<file path="src/rtl/dispatch_unit.sv">
// -----------------------------------------------------------------------------
// dispatch_unit
//
// In-order dispatch stage. Pops instructions from the head of an instruction
// buffer, renames destination registers onto reservation-station tags, issues
// ALU operations to one of NUM_RS reservation-station channels, executes MOV /
// JMP / HLT locally and snoops the common data bus (CDB) to retire pending
// register results.
//
// Instruction format (16 bit):
//   op[15:12] ra[11:8] rb[7:4] rt[3:0]
//   imm8 = [11:4], imm12 = [11:0]
//
// Opcodes:
//   0x0-0x3 ALU op, channel = op mod NUM_RS, rs_op = op[1:0]
//   0x4     JMP imm12   (fetch redirect + buffer flush, two-cycle cost)
//   0x5     MOV rt,imm8
//   0xF     HLT         (sticky until reset)
//   others  popped and discarded
//
// Ports:
//   clk, reset                  sole clock, synchronous active-high reset
//   ib_empty, ib_data_out       instruction buffer head
//   ib_pop                      combinational pop of the head at this edge
//   ib_flush                    registered one-cycle buffer-discard pulse
//   branch_taken/branch_target  registered one-cycle fetch redirect
//   rs_ready/rs_slot            per-channel free-slot flag and index
//   rs_issue                    combinational one-hot issue strobe
//   rs_op, rs_tag, rs_{a,b}_*   shared issue payload
//   cdb_valid/cdb_tag/cdb_data  result broadcast
//   dbg_sel/dbg_reg             {busy, zero-extended src tag (15b), val}
//   halted                      high while in the HALT state
//
// Build option:
//   DISPATCH_CDB_BYPASS_EN  when defined, an operand whose producer is being
//                           broadcast on the CDB in the same cycle is
//                           forwarded directly into the issue payload. When
//                           undefined, such an instruction waits one cycle
//                           and then reads the freshly written register.
// -----------------------------------------------------------------------------
`default_nettype none

module dispatch_unit #(
    parameter int NUM_RS = 2,
    parameter int SLOT_W = 2,
    localparam int TAG_W = 2 + SLOT_W
) (
    input  logic                     clk,
    input  logic                     reset,

    // instruction buffer
    input  logic                     ib_empty,
    input  logic [15:0]              ib_data_out,
    output logic                     ib_pop,
    output logic                     ib_flush,

    // fetch redirect
    output logic                     branch_taken,
    output logic [15:0]              branch_target,

    // reservation stations
    input  logic [NUM_RS-1:0]        rs_ready,
    input  logic [NUM_RS*SLOT_W-1:0] rs_slot,
    output logic [NUM_RS-1:0]        rs_issue,
    output logic [1:0]               rs_op,
    output logic [TAG_W-1:0]         rs_tag,
    output logic                     rs_a_rdy,
    output logic                     rs_b_rdy,
    output logic [15:0]              rs_a_val,
    output logic [15:0]              rs_b_val,
    output logic [TAG_W-1:0]         rs_a_tag,
    output logic [TAG_W-1:0]         rs_b_tag,

    // common data bus
    input  logic                     cdb_valid,
    input  logic [TAG_W-1:0]         cdb_tag,
    input  logic [15:0]              cdb_data,

    // debug / status
    input  logic [3:0]               dbg_sel,
    output logic [31:0]              dbg_reg,
    output logic                     halted
);

    // -------------------------------------------------------------------------
    // Constants
    // -------------------------------------------------------------------------
    localparam logic [1:0] ST_ISSUE    = 2'd0;
    localparam logic [1:0] ST_REDIRECT = 2'd1;
    localparam logic [1:0] ST_HALT     = 2'd2;

    localparam logic [3:0] OP_JMP = 4'h4;
    localparam logic [3:0] OP_MOV = 4'h5;
    localparam logic [3:0] OP_HLT = 4'hF;

    // -------------------------------------------------------------------------
    // State
    // -------------------------------------------------------------------------
    logic [1:0]       state_q, state_d;
    logic [15:0]      busy_q, busy_d;
    logic [TAG_W-1:0] src_q [16];
    logic [TAG_W-1:0] src_d [16];
    logic [15:0]      val_q [16];
    logic [15:0]      val_d [16];

    logic             branch_taken_q, branch_taken_d;
    logic [15:0]      branch_target_q, branch_target_d;
    logic             ib_flush_q, ib_flush_d;
    logic             halted_q, halted_d;

    // -------------------------------------------------------------------------
    // Head decode
    // -------------------------------------------------------------------------
    logic [3:0]  op;
    logic [3:0]  ra;
    logic [3:0]  rb;
    logic [3:0]  rt;
    logic [7:0]  imm8;
    logic [11:0] imm12;

    assign op    = ib_data_out[15:12];
    assign ra    = ib_data_out[11:8];
    assign rb    = ib_data_out[7:4];
    assign rt    = ib_data_out[3:0];
    assign imm8  = ib_data_out[11:4];
    assign imm12 = ib_data_out[11:0];

    logic is_alu;
    assign is_alu = (op[3:2] == 2'b00);

    // Channel for an ALU op. With NUM_RS = 3 opcode 3 wraps onto channel 0.
    logic [1:0] chan;
    assign chan = 2'(32'(op[1:0]) % NUM_RS);

    // -------------------------------------------------------------------------
    // Channel select: one-hot decode, ready and free-slot mux
    // -------------------------------------------------------------------------
    logic [NUM_RS-1:0]        chan_oh;
    logic [NUM_RS*SLOT_W-1:0] slot_masked;

    for (genvar gi = 0; gi < NUM_RS; gi++) begin : g_chan
        assign chan_oh[gi] = (chan == 2'(gi));
        assign slot_masked[gi*SLOT_W +: SLOT_W] =
            chan_oh[gi] ? rs_slot[gi*SLOT_W +: SLOT_W] : '0;
    end

    logic [SLOT_W-1:0] sel_slot;
    always_comb begin
        sel_slot = '0;
        for (int i = 0; i < NUM_RS; i++) begin
            sel_slot = sel_slot | slot_masked[i*SLOT_W +: SLOT_W];
        end
    end

    logic chan_ready;
    assign chan_ready = |(rs_ready & chan_oh);

    logic [TAG_W-1:0] issue_tag;
    assign issue_tag = {chan, sel_slot};

    // -------------------------------------------------------------------------
    // Source operand lookup and CDB snoop
    // -------------------------------------------------------------------------
    logic a_busy, b_busy;
    logic a_snoop, b_snoop;

    assign a_busy  = busy_q[ra];
    assign b_busy  = busy_q[rb];
    // The operand's producer is on the bus right now.
    assign a_snoop = a_busy && cdb_valid && (src_q[ra] == cdb_tag);
    assign b_snoop = b_busy && cdb_valid && (src_q[rb] == cdb_tag);

    logic operand_hold;

`ifdef DISPATCH_CDB_BYPASS_EN
    // Forward the broadcast value so the instruction issues without waiting.
    assign operand_hold = 1'b0;
    assign rs_a_rdy     = !a_busy || a_snoop;
    assign rs_b_rdy     = !b_busy || b_snoop;
    assign rs_a_val     = a_snoop ? cdb_data : val_q[ra];
    assign rs_b_val     = b_snoop ? cdb_data : val_q[rb];
`else
    // Without forwarding, issuing now would hand the station a tag that is
    // being broadcast this very cycle and would never be seen again. Hold
    // one cycle; the register file has the value by then.
    assign operand_hold = a_snoop || b_snoop;
    assign rs_a_rdy     = !a_busy;
    assign rs_b_rdy     = !b_busy;
    assign rs_a_val     = val_q[ra];
    assign rs_b_val     = val_q[rb];
`endif

    assign rs_a_tag = src_q[ra];
    assign rs_b_tag = src_q[rb];
    assign rs_op    = op[1:0];
    assign rs_tag   = issue_tag;

    // -------------------------------------------------------------------------
    // Pop / issue handshake
    // -------------------------------------------------------------------------
    logic can_pop;
    logic alu_go;
    logic issue_fire;
    logic mov_fire;
    logic jmp_fire;
    logic hlt_fire;

    // Reset gates the strobes directly so nothing leaves the block while the
    // state registers are being cleared.
    assign can_pop    = !reset && !ib_empty && (state_q == ST_ISSUE);
    assign alu_go     = chan_ready && !operand_hold;
    assign ib_pop     = can_pop && (!is_alu || alu_go);
    assign issue_fire = can_pop && is_alu && alu_go;
    assign rs_issue   = issue_fire ? chan_oh : '0;

    assign mov_fire = ib_pop && (op == OP_MOV);
    assign jmp_fire = ib_pop && (op == OP_JMP);
    assign hlt_fire = ib_pop && (op == OP_HLT);

    // -------------------------------------------------------------------------
    // Register file next state
    // -------------------------------------------------------------------------
    logic [15:0] cdb_hit;
    logic [15:0] rt_dec;

    for (genvar gi = 0; gi < 16; gi++) begin : g_reg
        assign cdb_hit[gi] = cdb_valid && busy_q[gi] && (src_q[gi] == cdb_tag);
        assign rt_dec[gi]  = (rt == 4'(gi));
    end

    // Priority within one edge: CDB writeback first, then the popped
    // instruction's own write to rt, so a new rename always wins over a
    // retiring older producer. The src field is cleared whenever a register
    // becomes ready, so it only carries meaning while busy.
    always_comb begin
        busy_d = busy_q;
        for (int i = 0; i < 16; i++) begin
            src_d[i] = src_q[i];
            val_d[i] = val_q[i];
            if (cdb_hit[i]) begin
                busy_d[i] = 1'b0;
                src_d[i]  = '0;
                val_d[i]  = cdb_data;
            end
            if (issue_fire && rt_dec[i]) begin
                busy_d[i] = 1'b1;
                src_d[i]  = issue_tag;
            end
            if (mov_fire && rt_dec[i]) begin
                busy_d[i] = 1'b0;
                src_d[i]  = '0;
                val_d[i]  = {8'h00, imm8};
            end
        end
    end

    // -------------------------------------------------------------------------
    // Control FSM and redirect pulses
    // -------------------------------------------------------------------------
    always_comb begin
        state_d         = state_q;
        branch_taken_d  = 1'b0;
        ib_flush_d      = 1'b0;
        branch_target_d = branch_target_q;
        case (state_q)
            ST_ISSUE: begin
                if (jmp_fire) begin
                    state_d         = ST_REDIRECT;
                    branch_taken_d  = 1'b1;
                    ib_flush_d      = 1'b1;
                    branch_target_d = {4'h0, imm12};
                end else if (hlt_fire) begin
                    state_d = ST_HALT;
                end
            end
            // One dead cycle while fetch refills; the pulses drop here.
            ST_REDIRECT: state_d = ST_ISSUE;
            ST_HALT:     state_d = ST_HALT;
            default:     state_d = ST_ISSUE;
        endcase
    end

    assign halted_d = (state_d == ST_HALT);

    // -------------------------------------------------------------------------
    // Sequential state
    // -------------------------------------------------------------------------
    always_ff @(posedge clk) begin
        if (reset) begin
            state_q         <= ST_ISSUE;
            busy_q          <= '0;
            branch_taken_q  <= 1'b0;
            branch_target_q <= '0;
            ib_flush_q      <= 1'b0;
            halted_q        <= 1'b0;
            for (int i = 0; i < 16; i++) begin
                src_q[i] <= '0;
                val_q[i] <= '0;
            end
        end else begin
            state_q         <= state_d;
            busy_q          <= busy_d;
            branch_taken_q  <= branch_taken_d;
            branch_target_q <= branch_target_d;
            ib_flush_q      <= ib_flush_d;
            halted_q        <= halted_d;
            for (int i = 0; i < 16; i++) begin
                src_q[i] <= src_d[i];
                val_q[i] <= val_d[i];
            end
        end
    end

    // -------------------------------------------------------------------------
    // Outputs
    // -------------------------------------------------------------------------
    assign branch_taken  = branch_taken_q;
    assign branch_target = branch_target_q;
    assign ib_flush      = ib_flush_q;
    assign halted        = halted_q;

    assign dbg_reg = {busy_q[dbg_sel], {(15-TAG_W){1'b0}}, src_q[dbg_sel], val_q[dbg_sel]};

endmodule

`default_nettype wire

</file>
<file path="config.mk">
export PLATFORM = sky130hd
export DESIGN_NAME = dispatch_unit
export DESIGN_NICKNAME = d
export VERILOG_FILES = /design/src/rtl/dispatch_unit.sv
export SDC_FILE = /design/constraint.sdc
export NUM_CORES = 1
export LEC_CHECK = 0
export CAP_MARGIN = 20
export CORE_MARGIN = 4
export CORE_UTILIZATION = 45
export DETAILED_ROUTE_END_ITERATION = 10
export PLACE_DENSITY = 0.64
export SLEW_MARGIN = 20
export SYNTH_ARGS = -nofsm -noshare
export SYNTH_HDL_FRONTEND = slang
export SYNTH_SLANG_ARGS = --single-unit
</file>
<file path="constraint.sdc">
create_clock -name clk -period 6.89 [get_ports clk]
set_clock_uncertainty 0.05 [all_clocks]
set_input_delay 1.378 -clock clk [delete_from_list [all_inputs] [get_ports clk]]
set_output_delay 1.378 -clock clk [all_outputs]
set_load 0.1 [all_outputs]
</file>
# Yosys cells after proc, flatten, opt, wreduce, memory -nomap -nowiden
# Memories as Yosys holds them, arrays and structs flattened.
# Index checks and enable logic that the tools add are counted.
# word_totals
regBits	32
latch_bits	0
ram_bits	320
mem_bits_ro	0
n_memories	2
# mem_list
name	words	width	rd	rd_clocked_by_memory_dff	wr	line	rtl
val_q	16	16	3	0	16	103	logic [15:0] val_q [16];
src_q	16	4	19	0	16	101	logic [TAG_W-1:0] src_q [16];
# classes
addsub	0
n_mul	0
div	0
order_cmp	3
n_eq_ne	54
shifts	0
n_mux	160
bitwise	35
n_reduce_logical	140
# op_table
op	n
16-bit 2-to-1 mux	48
4-bit 2-to-1 mux	64
1-bit logical AND	77
4-bit == test	18
1-bit 2-to-1 mux	39
4-bit == test, second input constant	9
2-bit OR reduction	18
2-bit AND reduction	17
2-bit != test, second input constant	16
1-bit bitwise OR	32
2-bit nonzero test	16
4-bit by 3-bit == test with 1-bit output, second input constant	6
4-bit by 5-bit < comparator with 1-bit output, second input constant	3
1-bit binary-select mux with 4-bit select	3
2-bit 2-to-1 mux	5
4-bit by 2-bit == test with 1-bit output, second input constant	2
1-bit zero test	6
2-bit zero test	3
2-bit == test, second input constant	2
4-bit by 1-bit == test with 1-bit output, second input constant	1
4-bit zero test	1
2-bit case mux with 2 select lines	1
2-bit bitwise AND	1
1-bit logical OR	2
2 further kinds	2

# Logic depth before layout (Yosys ltp)
# logic_depth
word_depth	14
depth_mapped	10

# Worst setup path after synthesis
# No wires, ideal clock.
# synth_timing
kind	in2out
startpoint	input ib_data_out[4]
endpoint	output rs_issue[0]
arrival_ns	6.632
setup_slack_ns	-1.170
cell_stages	8
cell_sequence	buf_2 clkbuf_1 mux2i_1 xor2_1 nor3_4 buf_6 or2_2 nor3_1
# synth_lines
element	line	rtl
from (decl)	53	input logic [15:0] ib_data_out,
memory 16 x 4 bit	n/a	
via rs_b_tag[1]	72	output logic [TAG_W-1:0] rs_b_tag,
4-bit == test	171	assign b_snoop = b_busy && cdb_valid && (src_q[rb] == cdb_tag);
1-bit logical AND	171	
1-bit logical OR	186	assign operand_hold = a_snoop || b_snoop;
1-bit zero test	211	assign alu_go = chan_ready && !operand_hold;
1-bit logical AND	211	
1-bit logical AND	213	assign issue_fire = can_pop && is_alu && alu_go;
2-bit 2-to-1 mux	214	assign rs_issue = issue_fire ? chan_oh : '0;
to (decl)	64	output logic [NUM_RS-1:0] rs_issue,
# The timed path passes the listed nets, and every way through them passes these cells. The select of a mux whose other input is x is not followed.

# Worst setup path after layout
# layout_timing
startpoint	input ib_data_out[11]
endpoint	output rs_issue[1]
# layout_between
elab_chain_len	9
# layout_rtl
element	line	rtl
branches (longest 3 deep; another with memory 16 x 4 bit)	n/a	
1-bit logical AND *	170	assign a_snoop = a_busy && cdb_valid && (src_q[ra] == cdb_tag);
1-bit logical OR *	186	
1-bit zero test *	211	
1-bit logical AND *	211	
1-bit logical AND *	213	
2-bit 2-to-1 mux *	214	
# Every way passes the cells marked *. The select of a mux whose other input is x is not followed.

==> flow_metrics.tcl <==
set metrics [dict create \
    crit_path_max_fanout 17 \
    areaGrowthSynthToFinish_pct 14.0 \
    drtIter0Drc 2400 \
    cp_data_required_time_ns 5.46 \
    wirelength_mm 78.1 \
    rrSetupSlack_ns 2.89 \
    min_to "branch_target[1]" \
    diodes 0 \
    slew_headroom_pct 19.1 \
    synth_cells 1676 \
    vias_per_cell 6.62 \
    whs_path_depth 2 \
    vias 16111 \
    core_area_sq_mm 0.0481 \
    critPathLaunchType "input port" \
    drtAntennaViolNets 0 \
    rr_startpoint "state_q[1]" \
    slew_viol_final 0 \
    area.sequential_sq_mm 0.00929 \
    drcViolationCount 0 \
    hold_buffers 0 \
    overflow 0 \
    synth-seq-cells 336 \
    rsz0062_at_grt "no" \
    cts_buffers 40 \
    pin_count 152 \
    run_status "complete, no violations" \
    max_stage_delay_ns 1.02 \
    synthDistinctLibCells 47 \
    die_w_um 230 \
    layout_commonest_cell "mux4_2" \
    crit_slowest_cell "clkdlybuf4s50_1" \
    final_nets 1796 \
    fp.dieH_um 230 \
    gp_congestion 0.937 \
    cts.clk_slew.worst_paths_ns 0.06 \
    holdCritStartpoint "branch_target[1]" \
    syn_area_sq_mm 0.0221 \
    start_util_pct 45.9 \
    async_flop_share_pct 0 \
    multiInputGateArea_sq_mm 0.0121 \
    crit_arrival_ns 4.82 \
    fillerInstances 4022 \
    rows 80 \
    grt_start_max_net_pins 74 \
    path_buf_inv 2 \
    ff2ff_path_depth 7 \
    p_per_area_mw_per_mm2 219 \
    finalHoldViolCount 0 \
    ys_seq_area_share_pct 42.0 \
    cts_sinks 336 \
    synth_edf_count 256 \
    clk_path_buf_depth 3 \
    grt_pass1_vias 15986 \
    fin_crit_sh_pct 90.7 \
    cts_tree "yes" \
    hpwl_mm 50.9 \
    hold_path_class "flop to flop" \
    reg2reg_to "val_q[2][13]" \
    wire_per_inst_um 32.1 \
    crit_chain "clkdlybuf4s50_1, mux2_2, mux4_2, xor2_1, a21oi_1, a41o_4, or2_2, nor3_2, buf_12" \
    startpoint "ib_data_out[11]" \
    antenna_found_initial 3 \
    endpoint_kind "output pin" \
    ctsResizeCount 0 \
    die_area_sq_mm 0.0527 \
    insertion_delay_ns 0.56 \
    p_leak_nw 8.78 \
    path_delay_family "buffers and inverters" \
    max_cap_violations 0 \
    setup_viol 0 \
    ys.flop_type "edfxtp_1" \
    yosysWarnings 0 \
    finalSetupTns_ns 0 \
    utilization_pct 52.3 \
    cts-root-buf "clkbuf_16" \
    ir_worst_vdd_mv 0.141 \
    portBuffers 132 \
    postSynthAreaPerCell_sq_um 13.2 \
    grt_pass1_wl_mm 114 \
    final_cell_mix "288 x mux4_2, 256 x edfxtp_1, 167 x nand2_1" \
    fmax_mhz 160 \
    fin_ws_ns 0.644 \
    first_pass_iters 5 \
    htreeDepth 2 \
    drive_above_1_share_pct 28.9 \
    crit_type "input port to output pin" \
    grt_use_total_pct 29.6 \
    dp_slack_ns 0.719 \
    post_cts_buffers 0 \
    period_needed_ns 6.25 \
    worst_pin_slew_ns 1.21 \
]
==> worst max path at each step <==
| stage | end | slack [ns] | cells past startpoint |
|---|---|---|---|
| 4_1_cts | rs_issue[1] | 0.70 | 9 |
| 3_3_place_gp | rs_issue[1] | 0.74 | 9 |
| 2_1_floorplan | rs_issue[0] | 0.21 | 8 |
| 6_report | rs_issue[1] | 0.64 | 9 |
| 5_1_grt | rs_issue[0] | 0.53 | 9 |
| 3_5_place_dp | rs_issue[1] | 0.72 | 9 |
==> per-layer routing <==
layer,global-route usage (%),part of all wire [%]
met1,40.8,38
met2,45.2,46
met3,8.46,12
met4,10.2,4.2
met5,0,0.056
==> synthesized netlist by cell type, drive strengths merged, types with 4 or more instances <==
| master | n | area share (%) |
|---|---|---|
| o21ai | 13 | 0.29 |
| inv | 30 | 0.51 |
| mux2 | 11 | 0.56 |
| nand4 | 4 | 0.11 |
| dfxtp | 80 | 7.2 |
| mux2i | 149 | 6.8 |
| nand2 | 167 | 2.8 |
| a21oi | 59 | 1.3 |
| a21o | 16 | 0.54 |
| mux4 | 290 | 30 |
| xor2 | 47 | 1.9 |
| nor2 | 136 | 2.3 |
| nor4 | 29 | 1.5 |
| o21bai | 6 | 0.20 |
| edfxtp | 256 | 35 |
| clkbuf | 96 | 1.6 |
| or4 | 5 | 0.17 |
| buf | 82 | 2.1 |
| and2 | 105 | 3.0 |
| nand2b | 17 | 0.48 |
| nand3 | 13 | 0.29 |
| nor3 | 34 | 0.82 |
| xnor2 | 8 | 0.32 |
==> worst min-delay path: stages, from the launching register on <==
cell	delay [ns]
dfxtp_1	0.30
nand2_1	0.05
a21oi_1	0.06
==> report_power, final <==
part	leakage [nW]	internal (W)	switching, W
Combinational	4.98	0.000400	0.000819
Sequential	3.22	0.00227	0.0000580
Clock	0.577	0.00109	0.000870
Total	8.78	0.00376	0.00175
==> cell families (layout without fill, tap and decap cells) <==
family / after synthesis / count (layout) / share of synthesized area, %
xor+xnor: 55 / 55 / 2.18
buf+inv: 209 / 291 / 4.22
simple gates: 519 / 519 / 11.7
flops: 336 / 336 / 42.0
compound gates: 106 / 106 / 2.88
other cells: 1 / 19 / 0.0170
mux: 450 / 450 / 36.9
==> cell type report <==
cell class              instances  share of cell area [%]
multi-input cells            1149                    48.0
flip-flops and latches        336                    36.9
repair buffers                188                    6.76
clock buffers                  53                    4.25
clock inverters                19                   0.373
well taps                     656                    3.26
inverters                      31                   0.462
==> registers in the layout, indices dropped and copies added (netlist names) <==
signal / flops
src_q: 48
state_q: 2
ib_flush: 1
branch_target: 12
val_q: 256
busy_q: 16
halted: 1
==> stage by stage <==
stage	cells	hold WS [ns]	cell area, sq um	total power (W)
after global placement	2358	0.398	24000	0.00356
after detailed placement	2358	0.401	24000	0.00357
after global routing	2432	0.443	25200	0.00566
after CTS	2430	0.415	25100	0.00552
final	2432	0.411	25200	0.00551
after floorplan	1694	0.395	22200	0.00324
No activity file was read; power rests on OpenSTA's default activity.
